$ cat config.mk
export PLATFORM = sky130hd
export DESIGN_NAME = mem_stage
export DESIGN_NICKNAME = d
export VERILOG_FILES = /design/src/rtl/mem_stage.sv
export SDC_FILE = /design/constraint.sdc
export NUM_CORES = 1
export LEC_CHECK = 0
export CELL_PAD_IN_SITES_DETAIL_PLACEMENT = 1
export CELL_PAD_IN_SITES_GLOBAL_PLACEMENT = 2
export CORE_ASPECT_RATIO = 0.6
export CORE_MARGIN = 2
export CORE_UTILIZATION = 31
export CTS_BUF_LIST = sky130_fd_sc_hd__clkbuf_4 sky130_fd_sc_hd__clkbuf_8 sky130_fd_sc_hd__clkbuf_16
export DETAILED_ROUTE_END_ITERATION = 7
export HOLD_SLACK_MARGIN = 0.03
export PLACE_DENSITY_LB_ADDON = 0.1
export SLEW_MARGIN = 0
export SYNTH_ARGS = -nofsm -noshare
export SYNTH_HDL_FRONTEND = slang
export SYNTH_SLANG_ARGS = --single-unit
$ cat constraint.sdc
create_clock -name clk -period 5.5 [get_ports clk]
set_input_delay 1.1 -clock clk [delete_from_list [all_inputs] [get_ports clk]]
set_output_delay 1.1 -clock clk [all_outputs]
set_load 0.1 [all_outputs]
$ cat src/rtl/mem_stage.sv
`default_nettype none
// ============================================================================
// Module   : mem_stage
// Purpose  : Memory-access pipeline stage between execute and write-back.
//            Captures the EX result into a single stage register, performs
//            loads/stores over a ready-handshaked data-memory port (stalling
//            EX while the memory is busy), extends load data and drives the
//            registered bundle consumed by write-back.
// Ports    : clk, rst_n            - clock, asynchronous active-low reset
//            es_*                  - instruction presented by EX
//            ms_stall              - EX must hold its outputs this cycle
//            dm_*                  - data-memory request / response port
//            ms_mem_out, ms_alu_result, ms_ctrl, ms_rd - registered WB bundle
//            ms_mem_err            - one-cycle pulse for a dropped access
// Revision : 1.0 - initial release
// ============================================================================
module mem_stage #(
    parameter int XLEN = 32
) (
    input  logic            clk,
    input  logic            rst_n,
    input  logic            es_valid,
    input  logic [XLEN-1:0] es_alu_result,
    input  logic [XLEN-1:0] es_rs2_data,
    input  logic [5:0]      es_ctrl,
    input  logic [2:0]      es_funct3,
    input  logic [4:0]      es_rd,
    output logic            ms_stall,
    output logic            dm_req,
    output logic            dm_we,
    output logic [XLEN-1:0] dm_addr,
    output logic [3:0]      dm_be,
    output logic [XLEN-1:0] dm_wdata,
    input  logic            dm_ready,
    input  logic [XLEN-1:0] dm_rdata,
    output logic [XLEN-1:0] ms_mem_out,
    output logic [XLEN-1:0] ms_alu_result,
    output logic [5:0]      ms_ctrl,
    output logic [4:0]      ms_rd,
    output logic            ms_mem_err
);

    // FSM encoding
    localparam logic [0:0] S_IDLE = 1'b0;
    localparam logic [0:0] S_WAIT = 1'b1;

    // Bits [5:4] of ctrl survive a dropped access; reg_wen/mem2reg do not.
    localparam logic [5:0] c_ERR_CTRL_MASK = 6'b110000;

    // Access size encoding held in funct3[1:0]
    localparam logic [1:0] c_SZ_B = 2'b00;
    localparam logic [1:0] c_SZ_H = 2'b01;
    localparam logic [1:0] c_SZ_W = 2'b10;

    // ------------------------------------------------------------------
    // Stage register
    // ------------------------------------------------------------------
    logic            r_valid;
    logic [XLEN-1:0] r_addr;
    logic [XLEN-1:0] r_wdata;
    logic [5:0]      r_ctrl;
    logic [2:0]      r_funct3;
    logic [4:0]      r_rd;
    logic [0:0]      r_state;

    logic            w_is_mem;
    logic            w_illegal;
    logic            w_misalign;
    logic            w_err;
    logic            w_mem_op;
    logic            w_done;
    logic            w_allowin;
    logic [1:0]      w_off;
    logic [1:0]      w_size;
    logic [7:0]      w_byte;
    logic [15:0]     w_half;
    logic [XLEN-1:0] w_load_ext;
    logic [3:0]      w_be;
    logic [XLEN-1:0] w_wdata_lane;

    assign w_off  = r_addr[1:0];
    assign w_size = r_funct3[1:0];

    assign w_is_mem  = r_valid & (r_ctrl[2] | r_ctrl[3]);
    assign w_illegal = (r_funct3 == 3'b011) | (r_funct3 == 3'b110) |
                       (r_funct3 == 3'b111);
    assign w_misalign = ((w_size == c_SZ_H) & w_off[0]) |
                        ((w_size == c_SZ_W) & (w_off != 2'b00));
    assign w_err     = w_is_mem & (w_illegal | w_misalign);
    assign w_mem_op  = w_is_mem & ~w_err;
    assign w_done    = r_valid & (~w_mem_op | dm_ready);
    assign w_allowin = ~r_valid | w_done;
    assign ms_stall  = r_valid & ~w_done;

    always_ff @(posedge clk or negedge rst_n) begin
        if (!rst_n) begin
            r_valid  <= 1'b0;
            r_addr   <= '0;
            r_wdata  <= '0;
            r_ctrl   <= '0;
            r_funct3 <= '0;
            r_rd     <= '0;
        end else if (w_allowin) begin
            // Back-to-back: a new instruction may enter on the same edge
            // the current one completes.
            r_valid <= es_valid;
            if (es_valid) begin
                r_addr   <= es_alu_result;
                r_wdata  <= es_rs2_data;
                r_ctrl   <= es_ctrl;
                r_funct3 <= es_funct3;
                r_rd     <= es_rd;
            end
        end
    end

    // ------------------------------------------------------------------
    // Request FSM. The request and its payload come straight from the
    // stage register, which is frozen while stalled, so they stay stable
    // for the whole WAIT period and vanish as soon as reset clears r_valid.
    // ------------------------------------------------------------------
    always_ff @(posedge clk or negedge rst_n) begin
        if (!rst_n) begin
            r_state <= S_IDLE;
        end else begin
            case (r_state)
                S_IDLE: if (w_mem_op && !dm_ready) r_state <= S_WAIT;
                S_WAIT: if (dm_ready)              r_state <= S_IDLE;
                default:                           r_state <= S_IDLE;
            endcase
        end
    end

    // ------------------------------------------------------------------
    // Store lane steering
    // ------------------------------------------------------------------
    always_comb begin
        w_be         = 4'b1111;
        w_wdata_lane = r_wdata;
        case (w_size)
            c_SZ_B: begin
                w_be         = 4'b0001 << w_off;
                w_wdata_lane = {4{r_wdata[7:0]}};
            end
            c_SZ_H: begin
                w_be         = 4'b0011 << w_off;
                w_wdata_lane = {2{r_wdata[15:0]}};
            end
            default: begin
                w_be         = 4'b1111;
                w_wdata_lane = r_wdata;
            end
        endcase
    end

    assign dm_req   = w_mem_op;
    assign dm_we    = w_mem_op & r_ctrl[3];
    assign dm_addr  = {r_addr[XLEN-1:2], 2'b00};
    assign dm_be    = (w_mem_op & r_ctrl[3]) ? w_be : 4'b0000;
    assign dm_wdata = w_wdata_lane;

    // ------------------------------------------------------------------
    // Load extraction and extension
    // ------------------------------------------------------------------
    always_comb begin
        w_byte = dm_rdata[7:0];
        case (w_off)
            2'd0: w_byte = dm_rdata[7:0];
            2'd1: w_byte = dm_rdata[15:8];
            2'd2: w_byte = dm_rdata[23:16];
            default: w_byte = dm_rdata[31:24];
        endcase
    end

    assign w_half = w_off[1] ? dm_rdata[31:16] : dm_rdata[15:0];

    always_comb begin
        w_load_ext = dm_rdata;
        case (r_funct3)
            3'b000:  w_load_ext = {{(XLEN-8){w_byte[7]}}, w_byte};
            3'b100:  w_load_ext = {{(XLEN-8){1'b0}}, w_byte};
            3'b001:  w_load_ext = {{(XLEN-16){w_half[15]}}, w_half};
            3'b101:  w_load_ext = {{(XLEN-16){1'b0}}, w_half};
            default: w_load_ext = dm_rdata;
        endcase
    end

    // ------------------------------------------------------------------
    // Write-back bundle
    // ------------------------------------------------------------------
    always_ff @(posedge clk or negedge rst_n) begin
        if (!rst_n) begin
            ms_mem_out    <= '0;
            ms_alu_result <= '0;
            ms_ctrl       <= '0;
            ms_rd         <= '0;
            ms_mem_err    <= 1'b0;
        end else if (w_done) begin
            ms_alu_result <= r_addr;
            ms_rd         <= r_rd;
            if (w_err) begin
                // Dropped access: no register write, no memory data.
                ms_ctrl    <= r_ctrl & c_ERR_CTRL_MASK;
                ms_mem_err <= 1'b1;
                ms_mem_out <= '0;
            end else begin
                ms_ctrl    <= r_ctrl;
                ms_mem_err <= 1'b0;
                ms_mem_out <= r_ctrl[2] ? w_load_ext : '0;
            end
        end else begin
            // Bubble: WB sees no write; data fields hold.
            ms_ctrl    <= '0;
            ms_mem_err <= 1'b0;
        end
    end

endmodule
`default_nettype wire

==> metrics.yaml, run 1 <==
finish:
  synthToLayoutAreaGrowth_pct: 44.48
  antenna_cells: 0
  multi_input_area_mm2: 0.002808
  seq_area_mm2: 0.003880
  nets: 871
  drive_gt1_share_pct: 24.68
  fillers: 2377
  design_area_mm2: 0.01035
placed_design:
  detailed_place_hpwl_um: 15700
  place_area_mm2: 0.009744
  globalplace.congestion: 0.7454
  io_buffer_count: 258
  pre_cts_slack_ns: 1.250
cts:
  post_cts_buffers: 0
  cts_buffer_depth: 2
  tritoncts: "yes"
  path_clk_slew_ns: 0.06
  cts_root_buffer: "clkbuf_16"
  cts_max_level: 4
  cts.sinks: 155
  cts_made_buffers: 17
  cts-resized-gates: 0
  clk-insertion-delay-late_ns: 0.43
  hold_buffers: 0
route:
  wl_per_cell_um: 20.02
  first_pass_iters: 4
  via_per_inst: 4.752
  via_count: 5156
  ant_nets: 0
  drtIter0Drc: 191
  drcViolationCount: 0
  wl_um: 21720
worst_setup_path:
  crit_path_top_delay_cell: "clkdlybuf4s50_1"
  reg2reg_slack_ns: 3.04
  crit_fanout: 5
  crit_arrival_ns: 3.14
  cpMostUsedCell: "clkdlybuf4s50_1"
  critPathCaptureType: "primary output"
  critPathTopFamily: "buffers and inverters"
  timing.critical_path.buf_inv: 2
  cp_slowest_stage_delay_ns: 1.18
  path_cells: "clkdlybuf4s50_1 -> nor3_1 -> clkdlybuf4s50_1"
  required_ns: 4.40
  crit_path_start_kind: "input pin"
  crit_type: "in -> out"
timing:
  setup_tns_ns: 0
  fmax_mhz: 236.0
  finalCritPeriodShare_pct: 77.03
  slew_violations: 0
  min_period_ns: 4.236
  setup_viol: 0
  slew_headroom_pct: 28.04
  setup_ws_ns: 1.264
  worst_pin_slew_ns: 1.076
  hold_viol: 0
  grt_setup_unrepaired: "no"
  fin_skew_ns: 0.01241
synth:
  yosysWarnings: 0
  async_flop_share_pct: 100.0
  yosys-top-cells-count: "155 x dfrtp_1, 122 x mux2_2, 43 x buf_4"
  synth_top_area_share_pct: 54.12
  synthTopCellsByArea: "dfrtp_1 54%, mux2_2 19%, buf_4 4.5%"
  synth_area_per_cell_um2: 13.22
  synth_largest_area_cell: "dfrtp_1"
  syn_area_mm2: 0.007167
  synth-edff-count: 0
  yosysSeqAreaShare_pct: 54.12
  yosys.cell_count.top_type: "dfrtp_1"
  synth_seq_cells: 155
  syn_inst: 542
  yosys.cell_types.count: 44
  synth-main-ff-cell: "dfrtp_1"
run:
  drv_cap: 0
power_and_ir_drop:
  power_density_mw_per_mm2: 497.2
  vdd_drop_max_v: 0.0002473
  power_uw: 5148
  p_leak_uw: 0.004275
floorplan:
  rows: 43
  start_util_pct: 31.27
  core_mm2: 0.02292
  dieArea_mm2: 0.02439
  io_pins: 261
  die_h_um: 121.8
  die_x_um: 200.3
grt:
  grt_overflow: 0
  groute.usage.overall_pct: 18.09
  grt_pass1_vias: 5620
  grt_max_degree: 91
  antenna_found_initial: 1
  grt_pass1_wl_um: 33530
hold_path:
  worst_hold_path_type: "reg -> reg"
run_status:
  status: "finished clean"
==> sequential cells by signal, indices dropped and copies added, names as in the netlist <==
signal and cells:
ms_alu_result 32, ms_rd 5, r_rd 5, r_funct3 3
r_wdata 32, ms_mem_err 1, r_ctrl 6, ms_mem_out 32
r_valid 1, r_addr 32, ms_ctrl 6
==> per-layer routing <==
layer,GRT usage (%),wire (um),vias up
met5,0,0,-
met1,24.40,10200,2627
li1,-,-,2366
met3,7.437,1744,8
met2,27.00,9630,155
met4,4.583,142,0
==> area by class of cell <==
class	instances	area share [%]
multi-input cells	307	27.11
clock buffers	21	4.519
flip-flops and latches	155	37.47
inverters	7	0.2537
well taps	315	3.806
repair buffers	269	25.46
clock inverters	11	1.377
==> path summary, 6_finish.rpt <==
path	startpoint	to	cells after the start
worst min-delay path	ms_mem_out[7]	ms_mem_out[7]	1
worst min register to register	ms_mem_out[7]	ms_mem_out[7]	1
worst max-delay path	dm_ready	ms_stall	3
worst max register to register	r_funct3[2]	r_addr[0]	5
min in group asynchronous	rst_n	ms_alu_result[10]	1
max in group asynchronous	rst_n	r_wdata[5]	2
==> placed cells by master (no fill, tap or decap), types with 4 or more instances in the layout <==
| cell | synthesis | layout |
|---|---|---|
| o21ai_0 | 21 | 21 |
| nor2_1 | 14 | 14 |
| nand2_1 | 15 | 15 |
| a31oi_1 | 4 | 4 |
| clkinv_2 | 0 | 4 |
| a221oi_1 | 4 | 4 |
| mux2_2 | 122 | 122 |
| a21oi_1 | 9 | 9 |
| inv_1 | 6 | 6 |
| nand2b_1 | 4 | 4 |
| clkbuf_16 | 0 | 17 |
| clkdlybuf4s50_1 | 0 | 245 |
| mux2_1 | 23 | 23 |
| a221o_1 | 21 | 21 |
| mux2i_1 | 16 | 16 |
| dfrtp_1 | 155 | 154 |
| o2bb2ai_1 | 7 | 7 |
| nor2b_1 | 4 | 4 |
| nand3_1 | 5 | 5 |
| buf_4 | 43 | 23 |
| a32o_1 | 4 | 4 |
==> where the power goes <==
part	total (uW)	switching (uW)	leakage [uW]	internal (uW)
Sequential	1450	118	0.00189	1330
Combinational	2470	1840	0.00209	630
Clock	1230	480	0.000300	747
==> logic make-up (layout without fill, tap and decap cells) <==
logic type / Yosys count / count (layout) / synth area share (%)
mux: 162 / 162 / 25.33
compound gates: 83 / 83 / 9.095
buf+inv: 81 / 308 / 6.931
other cells: 1 / 2 / 0.05232
simple gates: 60 / 60 / 4.469
flops: 155 / 155 / 54.12
==> per-stage QoR <==
step	instances	hold slack (ns)	util [%]
after floorplan	543	0.4585	-
after CTS	1085	0.4925	45.18
final	1085	0.4804	45.18
after detailed placement	1053	0.4778	42.52
after global placement	1053	0.4682	42.52
after global routing	1085	0.5093	45.18
(Power assumes the default switching activity.)
==> inputs of run 2 (changes only) <==
Settings changed: CORE_UTILIZATION 31 to 29.
Clock period 5.5 ns to 3.9 ns, I/O delays scaled along.
==> metrics.yaml, run 2 (synthesized netlist as in run 1, its figures left out) <==
timing:
  grt_setup_unrepaired: "no"
  fin_skew_ns: 0.008315
  finalCritPeriodShare_pct: 82.16
  setup_tns_ns: 0
  hold_slack_ns: 0.4277
  slew_violations: 0
  setup_viol: 0
  hold_viol: 0
  min_period_ns: 3.204
  worst_pin_slew_ns: 1.063
  fmax_mhz: 312.1
  slew_headroom_pct: 28.93
grt:
  grt_overflow: 0
  grt_max_degree: 89
  grt_pass1_vias: 5678
  grt_pass1_wl_um: 33930
  groute.usage.overall_pct: 17.29
  antenna_found_initial: 3
placed_design:
  detailed_place_hpwl_um: 16130
  globalplace.congestion: 0.7422
  io_buffer_count: 258
  dp_cells: 1062
finish:
  fin_cells: 1094
  drive_gt1_share_pct: 27.14
  final_cell_mix: "226 x clkdlybuf4s50_1, 154 x dfrtp_1, 122 x mux2_2"
  final_common_cell: "clkdlybuf4s50_1"
  utilization_pct: 43.36
  nets: 873
  synthToLayoutAreaGrowth_pct: 46.56
worst_setup_path:
  crit_fanout: 21
  required_ns: 3.12
  crit_path_start_kind: "register"
  crit_type: "reg -> out"
  crit_arrival_ns: 2.42
  critPathCaptureType: "primary output"
power_and_ir_drop:
  p_leak_uw: 0.004363
  vdd_drop_max_v: 0.0003804
  power_uw: 7279
  power_density_mw_per_mm2: 693.0
cts:
  cts_root_buffer: "clkbuf_16"
  cts_max_level: 4
  hold_buffers: 0
  clk-insertion-delay-late_ns: 0.42
  cts_buffer_depth: 2
  tritoncts: "yes"
  cts.sinks: 155
  cts-resized-gates: 0
  cts_made_buffers: 17
  path_clk_slew_ns: 0.06
  post_cts_buffers: 0
run_status:
  status: "finished clean"
route:
  via_per_inst: 4.759
  drcViolationCount: 0
  wl_um: 21990
  first_pass_iters: 4
  via_count: 5206
  ant_nets: 0
  drtIter0Drc: 196
  wl_per_cell_um: 20.10
floorplan:
  rows: 44
  die_h_um: 125.8
  core_mm2: 0.02422
  dieArea_mm2: 0.02603
  start_util_pct: 29.59
  io_pins: 261
  die_x_um: 207.0
run:
  drv_cap: 0
hold_path:
  worst_hold_path_type: "in -> async"
[run 2: changes by cell type in the layout (fill, tap and decap cells not counted)]
cell / delta
bufinv_16: -1
buf_4: +6
clkbuf_8: +3
o21ai_0: -8
clkbuf_4: -1
inv_6: -1
o21ai_1: +8
clkdlybuf4s50_1: -19
diode_2: +2
clkinvlp_4: -2
buf_12: +15
[run 2: final timing paths]
check	from	to	slack, ns	depth (start not counted)
min in group clk	ms_mem_out[7]	ms_mem_out[7]	0.48	1
max in group asynchronous	rst_n	ms_alu_result[26]	2.57	2
worst max register to register	r_addr[0]	ms_mem_out[21]	1.44	5
worst min-delay path	rst_n	ms_alu_result[9]	0.43	1
worst min register to register	ms_mem_out[7]	ms_mem_out[7]	0.48	1
worst max-delay path	r_funct3[0]	dm_be[1]	0.70	6
[run 2: report_power, final]
group	leakage [uW]	internal (uW)	total, uW	switching [uW]
Clock	0.000298	1020	1680	651
Sequential	0.00189	1880	2060	182
Combinational	0.00218	943	3540	2600
Total	0.00436	3850	7280	3430
[run 2: metal layers]
metal  global-route usage [%]  routed length (um)  vias to the layer above
li1                         -                   -                     2378
met4                    4.756                 261                        2
met2                    25.75                9696                      138
met1                    23.73               10380                     2672
met3                    6.134                1638                       16
met5                        0                  10                        -
[run 2: cell type report]
type / count / area (um2)
tap: 322 / 402.9
sequential: 155 / 3880
fill: 2500 / 13720
inverter: 7 / 26.28
antenna: 2 / 5.005
multi-input combinational: 307 / 2808
clock buffer: 23 / 501.7
clock inverter: 7 / 88.84
timing repair buffer: 271 / 2791
[run 2: metrics by stage]
step / instance area [um2] / setup slack (ns)
after global placement: 9908 / 1.030
final: 10500 / 0.6958
after floorplan: 7171 / 0.05889
after global routing: 10500 / 0.4676
after CTS: 10500 / 0.6154
after detailed placement: 9908 / 0.8752
[run 2: critical path, cell delays in order (launching register included)]
cell and delay [ns]:
dfrtp_1 0.38, buf_4 0.21, nor4_2 0.39, or2_2 0.20, nand3_1 0.26, a21oi_1 0.34, buf_12 0.22
